===== src/rtl/iic_reg_seq_if.sv =====
// rtl/iic_reg_seq_if.sv - request/response bundle between the register sequencer and the iic master
interface iic_reg_seq_if #(
    parameter int ADDR_W = 16
);
    logic [7:0]        device_id;
    logic              iic_trig;
    logic              w_r;
    logic [ADDR_W-1:0] addr;
    logic [7:0]        data_in;
    logic              busy;
    logic [7:0]        data_out;

    modport master (
        output device_id, iic_trig, w_r, addr, data_in,
        input  busy, data_out
    );

    modport slave (
        input  device_id, iic_trig, w_r, addr, data_in,
        output busy, data_out
    );
endinterface


===== src/rtl/iic_reg_seq.sv =====
// rtl/iic_reg_seq.sv - table-driven I2C register init sequencer with probe, verify, delay and status polling
module iic_reg_seq #(
    parameter logic [7:0]        DEV_ID      = 8'hB2,
    parameter int                ADDR_W      = 16,
    parameter int                IDX_W       = 6,
    parameter logic [ADDR_W-1:0] PROBE_ADDR  = ADDR_W'(16'h0003),
    parameter logic [7:0]        PROBE_DATA  = 8'h5A,
    parameter int                MAX_RETRY   = 3,
    parameter int                RETRY_DLY   = 1000,
    parameter int                TIMEOUT     = 200000,
    parameter int                DLY_UNIT    = 1000,
    parameter logic [ADDR_W-1:0] POLL_ADDR   = ADDR_W'(16'h0502),
    parameter int                POLL_PERIOD = 1000000,
    parameter bit                AUTO_START  = 1'b1
) (
    input  logic               clk,
    input  logic               rstn,
    input  logic               start,
    output logic [IDX_W-1:0]   rom_addr,
    input  logic [ADDR_W+9:0]  rom_data,
    iic_reg_seq_if.master      iic,
    output logic               init_over,
    output logic               init_err,
    output logic [IDX_W-1:0]   err_index,
    output logic [7:0]         poll_data,
    output logic               poll_valid
);

    localparam logic [31:0] TMO_LAST   = 32'((TIMEOUT     > 0) ? TIMEOUT - 1     : 0);
    localparam logic [31:0] RETRY_LAST = 32'((RETRY_DLY   > 0) ? RETRY_DLY - 1   : 0);
    localparam logic [31:0] DLY_LAST   = 32'((DLY_UNIT    > 0) ? DLY_UNIT - 1    : 0);
    localparam logic [31:0] POLL_LAST  = 32'((POLL_PERIOD > 0) ? POLL_PERIOD - 1 : 0);

    localparam logic [1:0] OP_WRITE  = 2'b00;
    localparam logic [1:0] OP_VERIFY = 2'b01;
    localparam logic [1:0] OP_DELAY  = 2'b10;

    typedef enum logic [3:0] {
        S_IDLE, S_PROBE_W, S_PROBE_R, S_RETRY, S_FETCH,
        S_EXEC, S_DELAY, S_DONE, S_POLL, S_ERROR
    } state_t;

    state_t              state;
    logic                busy_q;
    logic                issued;
    logic                fetch_wait;
    logic                run_req;
    logic                start_pend;
    logic [31:0]         tmr;
    logic [7:0]          retry_cnt;
    logic [ADDR_W+7:0]   dly_left;
    logic [7:0]          exp_data;

    logic [1:0]          op;
    logic [ADDR_W-1:0]   r_addr;
    logic [7:0]          r_data;
    logic                busy_fall;
    logic                probe_phase;
    logic                last_idx;

    assign op          = rom_data[ADDR_W+9:ADDR_W+8];
    assign r_addr      = rom_data[ADDR_W+7:8];
    assign r_data      = rom_data[7:0];
    assign busy_fall   = ~iic.busy & busy_q;
    assign probe_phase = (state == S_PROBE_W) || (state == S_PROBE_R);
    assign last_idx    = &rom_addr;
    assign iic.device_id = DEV_ID;

    always_ff @(posedge clk) begin
        if (!rstn) begin
            state        <= S_IDLE;
            busy_q       <= 1'b0;
            issued       <= 1'b0;
            fetch_wait   <= 1'b0;
            run_req      <= AUTO_START;
            start_pend   <= 1'b0;
            tmr          <= '0;
            retry_cnt    <= '0;
            dly_left     <= '0;
            exp_data     <= '0;
            rom_addr     <= '0;
            iic.iic_trig <= 1'b0;
            iic.w_r      <= 1'b1;
            iic.addr     <= '0;
            iic.data_in  <= '0;
            init_over    <= 1'b0;
            init_err     <= 1'b0;
            err_index    <= '0;
            poll_data    <= '0;
            poll_valid   <= 1'b0;
        end else begin
            busy_q       <= iic.busy;
            iic.iic_trig <= 1'b0;
            poll_valid   <= 1'b0;
            if (state == S_POLL && start)
                start_pend <= 1'b1;

            case (state)
                S_IDLE: begin
                    if (run_req || start) begin
                        run_req     <= 1'b0;
                        retry_cnt   <= '0;
                        iic.addr    <= PROBE_ADDR;
                        iic.data_in <= PROBE_DATA;
                        iic.w_r     <= 1'b1;
                        issued      <= 1'b0;
                        state       <= S_PROBE_W;
                    end
                end

                // Every bus transaction: trig one cycle after the request fields settle, then wait for busy_fall.
                S_PROBE_W, S_PROBE_R, S_EXEC, S_POLL: begin
                    if (!issued) begin
                        iic.iic_trig <= 1'b1;
                        issued       <= 1'b1;
                        tmr          <= '0;
                    end else if (busy_fall) begin
                        issued <= 1'b0;
                        case (state)
                            S_PROBE_W: begin
                                iic.w_r <= 1'b0;
                                state   <= S_PROBE_R;
                            end
                            S_PROBE_R: begin
                                if (iic.data_out == PROBE_DATA) begin
                                    iic.w_r    <= 1'b1;
                                    rom_addr   <= '0;
                                    fetch_wait <= 1'b0;
                                    state      <= S_FETCH;
                                end else if (retry_cnt < 8'(MAX_RETRY)) begin
                                    retry_cnt <= retry_cnt + 8'd1;
                                    tmr       <= '0;
                                    state     <= S_RETRY;
                                end else begin
                                    init_err  <= 1'b1;
                                    err_index <= '1;
                                    iic.w_r   <= 1'b1;
                                    state     <= S_ERROR;
                                end
                            end
                            S_EXEC: begin
                                if (iic.w_r || iic.data_out == exp_data) begin
                                    if (last_idx) begin
                                        init_over <= 1'b1;
                                        tmr       <= '0;
                                        state     <= S_DONE;
                                    end else begin
                                        rom_addr   <= rom_addr + 1'b1;
                                        fetch_wait <= 1'b0;
                                        state      <= S_FETCH;
                                    end
                                end else begin
                                    init_err  <= 1'b1;
                                    err_index <= rom_addr;
                                    iic.w_r   <= 1'b1;
                                    state     <= S_ERROR;
                                end
                            end
                            default: begin
                                // Poll completion; a start seen during the poll is honoured now.
                                poll_data  <= iic.data_out;
                                poll_valid <= 1'b1;
                                iic.w_r    <= 1'b1;
                                tmr        <= '0;
                                if (start || start_pend) begin
                                    state      <= S_IDLE;
                                    run_req    <= 1'b1;
                                    init_over  <= 1'b0;
                                    init_err   <= 1'b0;
                                    err_index  <= '0;
                                    rom_addr   <= '0;
                                    start_pend <= 1'b0;
                                end else begin
                                    state <= S_DONE;
                                end
                            end
                        endcase
                    end else if (tmr == TMO_LAST) begin
                        issued    <= 1'b0;
                        init_err  <= 1'b1;
                        err_index <= probe_phase ? '1 : rom_addr;
                        iic.w_r   <= 1'b1;
                        state     <= S_ERROR;
                    end else begin
                        tmr <= tmr + 32'd1;
                    end
                end

                S_RETRY: begin
                    if (tmr >= RETRY_LAST) begin
                        iic.addr    <= PROBE_ADDR;
                        iic.data_in <= PROBE_DATA;
                        iic.w_r     <= 1'b1;
                        issued      <= 1'b0;
                        state       <= S_PROBE_W;
                    end else begin
                        tmr <= tmr + 32'd1;
                    end
                end

                // First cycle covers the ROM read latency; decode on the second.
                S_FETCH: begin
                    if (!fetch_wait) begin
                        fetch_wait <= 1'b1;
                    end else begin
                        fetch_wait <= 1'b0;
                        exp_data   <= r_data;
                        if (op == OP_WRITE || op == OP_VERIFY) begin
                            iic.addr    <= r_addr;
                            iic.data_in <= r_data;
                            iic.w_r     <= (op == OP_WRITE);
                            issued      <= 1'b0;
                            state       <= S_EXEC;
                        end else if (op == OP_DELAY) begin
                            if ({r_addr, r_data} == '0) begin
                                if (last_idx) begin
                                    init_over <= 1'b1;
                                    tmr       <= '0;
                                    state     <= S_DONE;
                                end else begin
                                    rom_addr <= rom_addr + 1'b1;
                                    state    <= S_FETCH;
                                end
                            end else begin
                                dly_left <= {r_addr, r_data};
                                tmr      <= '0;
                                state    <= S_DELAY;
                            end
                        end else begin
                            init_over <= 1'b1;
                            tmr       <= '0;
                            state     <= S_DONE;
                        end
                    end
                end

                // Two-level count avoids a wide {addr,data}*DLY_UNIT product.
                S_DELAY: begin
                    if (tmr >= DLY_LAST) begin
                        tmr <= '0;
                        if (dly_left <= 1) begin
                            if (last_idx) begin
                                init_over <= 1'b1;
                                state     <= S_DONE;
                            end else begin
                                rom_addr   <= rom_addr + 1'b1;
                                fetch_wait <= 1'b0;
                                state      <= S_FETCH;
                            end
                        end else begin
                            dly_left <= dly_left - 1'b1;
                        end
                    end else begin
                        tmr <= tmr + 32'd1;
                    end
                end

                S_DONE: begin
                    if (start) begin
                        state      <= S_IDLE;
                        run_req    <= 1'b1;
                        init_over  <= 1'b0;
                        init_err   <= 1'b0;
                        err_index  <= '0;
                        rom_addr   <= '0;
                        start_pend <= 1'b0;
                        iic.w_r    <= 1'b1;
                    end else if (POLL_PERIOD > 0) begin
                        if (tmr >= POLL_LAST) begin
                            iic.addr <= POLL_ADDR;
                            iic.w_r  <= 1'b0;
                            issued   <= 1'b0;
                            state    <= S_POLL;
                        end else begin
                            tmr <= tmr + 32'd1;
                        end
                    end
                end

                default: begin
                    iic.w_r <= 1'b1;
                    if (start) begin
                        state      <= S_IDLE;
                        run_req    <= 1'b1;
                        init_over  <= 1'b0;
                        init_err   <= 1'b0;
                        err_index  <= '0;
                        rom_addr   <= '0;
                        start_pend <= 1'b0;
                    end
                end
            endcase
        end
    end

endmodule

===== src/flat_wrapper.sv =====
// flat-port wrapper written by rule: the top's interface ports become plain ports
module iic_reg_seq_flat 
#(
    parameter logic [7:0]        DEV_ID      = 8'hB2,
    parameter int                ADDR_W      = 16,
    parameter int                IDX_W       = 6,
    parameter logic [ADDR_W-1:0] PROBE_ADDR  = ADDR_W'(16'h0003),
    parameter logic [7:0]        PROBE_DATA  = 8'h5A,
    parameter int                MAX_RETRY   = 3,
    parameter int                RETRY_DLY   = 1000,
    parameter int                TIMEOUT     = 200000,
    parameter int                DLY_UNIT    = 1000,
    parameter logic [ADDR_W-1:0] POLL_ADDR   = ADDR_W'(16'h0502),
    parameter int                POLL_PERIOD = 1000000,
    parameter bit                AUTO_START  = 1'b1
)
  (clk, rstn, start, rom_addr, rom_data, init_over, init_err, err_index, poll_data, poll_valid, iic_device_id, iic_iic_trig, iic_w_r, iic_addr, iic_data_in, iic_busy, iic_data_out);
  iic_reg_seq_if #(.ADDR_W(ADDR_W)) iic_i ();
  input  logic clk;
  input  logic rstn;
  input  logic start;
  output logic [IDX_W-1:0] rom_addr;
  input  logic [ADDR_W+9:0] rom_data;
  output logic init_over;
  output logic init_err;
  output logic [IDX_W-1:0] err_index;
  output logic [7:0] poll_data;
  output logic poll_valid;
  output wire logic [$bits(iic_i.device_id)-1:0] iic_device_id;
  output wire logic [$bits(iic_i.iic_trig)-1:0] iic_iic_trig;
  output wire logic [$bits(iic_i.w_r)-1:0] iic_w_r;
  output wire logic [$bits(iic_i.addr)-1:0] iic_addr;
  output wire logic [$bits(iic_i.data_in)-1:0] iic_data_in;
  input wire logic [$bits(iic_i.busy)-1:0] iic_busy;
  input wire logic [$bits(iic_i.data_out)-1:0] iic_data_out;
  assign iic_device_id = iic_i.device_id;
  assign iic_iic_trig = iic_i.iic_trig;
  assign iic_w_r = iic_i.w_r;
  assign iic_addr = iic_i.addr;
  assign iic_data_in = iic_i.data_in;
  assign iic_i.busy = iic_busy;
  assign iic_i.data_out = iic_data_out;
  iic_reg_seq #(.DEV_ID(DEV_ID), .ADDR_W(ADDR_W), .IDX_W(IDX_W), .PROBE_ADDR(PROBE_ADDR), .PROBE_DATA(PROBE_DATA), .MAX_RETRY(MAX_RETRY), .RETRY_DLY(RETRY_DLY), .TIMEOUT(TIMEOUT), .DLY_UNIT(DLY_UNIT), .POLL_ADDR(POLL_ADDR), .POLL_PERIOD(POLL_PERIOD), .AUTO_START(AUTO_START)) u_core (.clk(clk), .rstn(rstn), .start(start), .rom_addr(rom_addr), .rom_data(rom_data), .iic(iic_i), .init_over(init_over), .init_err(init_err), .err_index(err_index), .poll_data(poll_data), .poll_valid(poll_valid));
endmodule

===== config.mk =====
export PLATFORM = sky130hd
export DESIGN_NAME = iic_reg_seq_flat
export DESIGN_NICKNAME = d
export VERILOG_FILES = /design/src/rtl/iic_reg_seq_if.sv /design/src/rtl/iic_reg_seq.sv /design/src/flat_wrapper.sv
export SDC_FILE = /design/constraint.sdc
export NUM_CORES = 1
export LEC_CHECK = 0
export CAP_MARGIN = 10
export CORE_MARGIN = 1.5
export CORE_UTILIZATION = 61
export CTS_CLUSTER_SIZE = 24
export DETAILED_ROUTE_END_ITERATION = 8
export PLACE_DENSITY = 0.87
export SLEW_MARGIN = 20
export SYNTH_ARGS = -nofsm -noshare
export SYNTH_HDL_FRONTEND = slang
export SYNTH_SLANG_ARGS = --single-unit

===== constraint.sdc =====
create_clock -name clk -period 7.9 [get_ports clk]
set_input_delay 1.58 -clock clk [delete_from_list [all_inputs] [get_ports clk]]
set_output_delay 1.58 -clock clk [all_outputs]
set_load 0.01 [all_outputs]

==> metrics.txt <==
post-synthesis sequential area ratio=between 30 and 40%; Slew Viols, Final=0; DRT Wirelength=about 24 mm; Post-synth EDFFs=0; CP required=around 8200 ps; worst skew pair latency=around 430 ps; Yosys warning count=0; All-Layer GR Usage=between 30% and 40%; critical path endpoint category=register; WP data arrival=4570 ps; initial antenna violation count=0; Initial DRC Count=about 1,200; Avg Inst Size Synth=around 7.5 um2; max_slew headroom=35.7%; Vias/cell=about 6.7; Non-Filler Instances=1,269; Hold WC Path Type=reg -> reg; CTS sink cnt=130; Row Count=between 40 and 50; full die area=13,400 um2; wire length per cell=19.0 um; min Tclk post-route=around 4300 ps; core area=about 13,000 um2; setup bufs post-CTS=0; Yosys reg bits=130; IO buf count=86; Slew @ Worst Pin=962 ps; DRC errors left=0; gpl congestion=approximately 1.0; pwr/cell area=about 260 nW/um2; Die X=about 120 um; Peak Freq=between 0.2 and 0.25 GHz; post_cts resized=0; cts hold-fix bufs=0; Num CTS Buffers=17; fillers=around 920; # IOs=95; Critical Path Start Type=input pin; Die H=~120 um; Starting Density=62.0%; dpl cells=roughly 1,200; Root Buffer Master=clkbuf_16; FFs w/ async S/R, synth=0%; area delta synth->final=19.9%; Max clock buf depth=2; Final Hold Viols=0; Max Cap Violations=0; Max Clock Skew=9.07 ps; Nets=1,127; post-layout power=approximately 2.4 mW; CP Class=in -> reg; TritonRoute pass-1 iters=6; setup total negative slack=0 ps; vias in the first global route=between 7,000 and 8,000; Clock transition at path regs=approximately 60 ps; most common flop cell mapped by yosys=dfxtp_1; Detailed Place HPWL=roughly 16 mm; Max VDD drop=roughly 0.00026 V; Post-Syn Area=between 7000 and 8000 um2; Final Cycle Share=54.1%; share of layout cells above drive strength 1=just under 8%; Yosys cell types=73; vias post-DR=around 8,500; Ant. Diodes=0; CTS H-tree depth=4; Leakage=around 3.3 nW; setup violators final=0; Mapped Cells=roughly 1,000; RSZ-0062 raised after global routing=false; CTS tree=yes; aggregate global routing overflow=0; Antenna Nets Post-Route=0; worst-path fanout max=10; status=completed; global-route wire length before repair=37.4 mm; largest net degree at the start of global routing=74
Yosys cell counts (5+ instances only):
| library cell | instances | area [um2] |
|---|---|---|
| nor2b_1 | 5 | 31.3 |
| a22oi_1 | 16 | 120 |
| o22ai_1 | 10 | 62.6 |
| ha_1 | 5 | 62.6 |
| mux2i_1 | 11 | 110 |
| nand3_1 | 58 | 290 |
| o21ba_2 | 5 | 50.1 |
| nand2_1 | 116 | 435 |
| and3_1 | 18 | 113 |
| xor2_1 | 8 | 70.1 |
| nor2_1 | 106 | 398 |
| nand4_1 | 15 | 93.8 |
| a2bb2oi_1 | 8 | 70.1 |
| or3_1 | 7 | 43.8 |
| buf_2 | 7 | 35.0 |
| nand2b_1 | 12 | 75.1 |
| clkbuf_1 | 60 | 225 |
| o21ai_0 | 65 | 325 |
| a41oi_1 | 7 | 61.3 |
| buf_4 | 8 | 60.1 |
| o32ai_1 | 8 | 70.1 |
| dfxtp_1 | 130 | 2600 |
| and2_1 | 12 | 75.1 |
| a31oi_1 | 25 | 156 |
| o31ai_1 | 6 | 45.0 |
| a21o_1 | 7 | 52.6 |
| nor3_1 | 28 | 140 |
| o211ai_1 | 19 | 143 |
| a21oi_1 | 84 | 420 |
| inv_1 | 19 | 71.3 |
| nor4_1 | 27 | 169 |
| a311oi_1 | 6 | 52.6 |
| buf_1 | 6 | 22.5 |
| o211a_1 | 9 | 90.1 |
| a211oi_1 | 7 | 52.6 |
| and4_1 | 6 | 52.6 |
| o221a_2 | 11 | 124 |
| or4_1 | 7 | 52.6 |
metal layers:
metal	part of all wire (%)	track usage (%)	up-vias
met5	0	0	-
met4	2.6	13.2	0
met3	9.8	8.37	70
met2	45	54.6	517
met1	42	48.1	3948
li1	-	-	3973
report_power, final:
part	total (mW)	switching, mW	internal, mW
logic	0.854	0.534	0.320
registers	0.753	0.0401	0.713
clock network	0.826	0.322	0.504
sequential cells by signal (all words and copies together), names as in the netlist:
| signal | flops |
|---|---|
| u_core.poll_valid | 1 |
| u_core.iic.data_in | 8 |
| u_core.init_err | 1 |
| u_core.retry_cnt | 8 |
| u_core.exp_data | 8 |
| u_core.rom_addr | 6 |
| u_core.iic.w_r | 1 |
| u_core.fetch_wait | 1 |
| u_core.iic.addr | 16 |
| u_core.err_index | 6 |
| u_core.tmr | 32 |
| u_core.poll_data | 8 |
| u_core.init_over | 1 |
| u_core.dly_left | 24 |
| u_core.run_req | 1 |
| u_core.state | 4 |
| u_core.busy_q | 1 |
| u_core.start_pend | 1 |
| u_core.iic.iic_trig | 1 |
| u_core.issued | 1 |
per-stage QoR:
| step | hold slack [ps] | setup WS, ps | cell area (um2) | util, % |
|---|---|---|---|---|
| after floorplan | 439 | 4140 | 7780 | - |
| after global placement | 439 | 3370 | 8660 | 69.2 |
| after detailed placement | 446 | 3260 | 8660 | 69.2 |
| after CTS | 455 | 3710 | 9280 | 74.1 |
| after global routing | 467 | 3480 | 9300 | 74.3 |
| final | 451 | 3630 | 9300 | 74.3 |
path summary, 6_finish.rpt:
check	from	slack (ps)	depth (start not counted)	endpoint
max	iic_data_out[4]	3630	9	u_core.tmr[21]
min	u_core.iic.addr[4]	450	2	u_core.iic.addr[4]
max reg2reg	u_core.tmr[0]	4400	8	u_core.state[2]
min reg2reg	u_core.iic.addr[4]	450	2	u_core.iic.addr[4]
logic make-up after synthesis:
logic type | count (synthesis) | synth area share (%)
AOI/OAI and AO/OA | 335 | 29.4
and+or+nand+nor | 444 | 28.4
buffers and inverters | 100 | 5.34
xor gates and xnor gates | 9 | 1.02
muxes | 11 | 1.42
DFF | 130 | 33.6
other | 2 | 0.0968
adders and majority gates | 5 | 0.807
worst max-delay path: stages:
cell	delay [ps]
clkdlybuf4s50_1	460
xor2_1	160
nor4_1	410
a21oi_1	260
a32o_1	310
or4_1	660
o21ai_0	390
buf_4	240
a31oi_1	90
cell type report:
| cell class | count | area, um2 | share of cell area, % |
|---|---|---|---|
| flip-flops and latches | 130 | 2600 | 28.0 |
| inverters | 19 | 71.3 | 0.767 |
| repair buffers | 104 | 995 | 10.7 |
| well taps | 172 | 215 | 2.31 |
| clock buffers | 17 | 425 | 4.57 |
| clock inverters | 15 | 193 | 2.07 |
| multi-input cells | 812 | 4800 | 51.6 |
layout by cell type, fill, tap and decap left out, types with 7 or more instances in the layout:
| cell | instances |
|---|---|
| or4_1 | 7 |
| clkdlybuf4s50_1 | 85 |
| o211a_1 | 9 |
| nor3_1 | 27 |
| nor4_1 | 27 |
| dfxtp_1 | 130 |
| and3_1 | 18 |
| inv_1 | 18 |
| nand4_1 | 15 |
| clkbuf_16 | 17 |
| a22oi_1 | 16 |
| o221a_2 | 11 |
| buf_4 | 17 |
| o211ai_1 | 19 |
| a31oi_1 | 25 |
| o21ai_0 | 65 |
| o22ai_1 | 10 |
| conb_1 | 8 |
| a2bb2oi_1 | 8 |
| xor2_1 | 8 |
| nor2_1 | 105 |
| or3_1 | 7 |
| a41oi_1 | 7 |
| a21o_1 | 7 |
| a21oi_1 | 84 |
| and2_1 | 12 |
| nand2b_1 | 12 |
| mux2i_1 | 11 |
| nand3_1 | 58 |
| o32ai_1 | 8 |
| nand2_1 | 116 |
No activity file was read; power rests on OpenSTA's default activity.
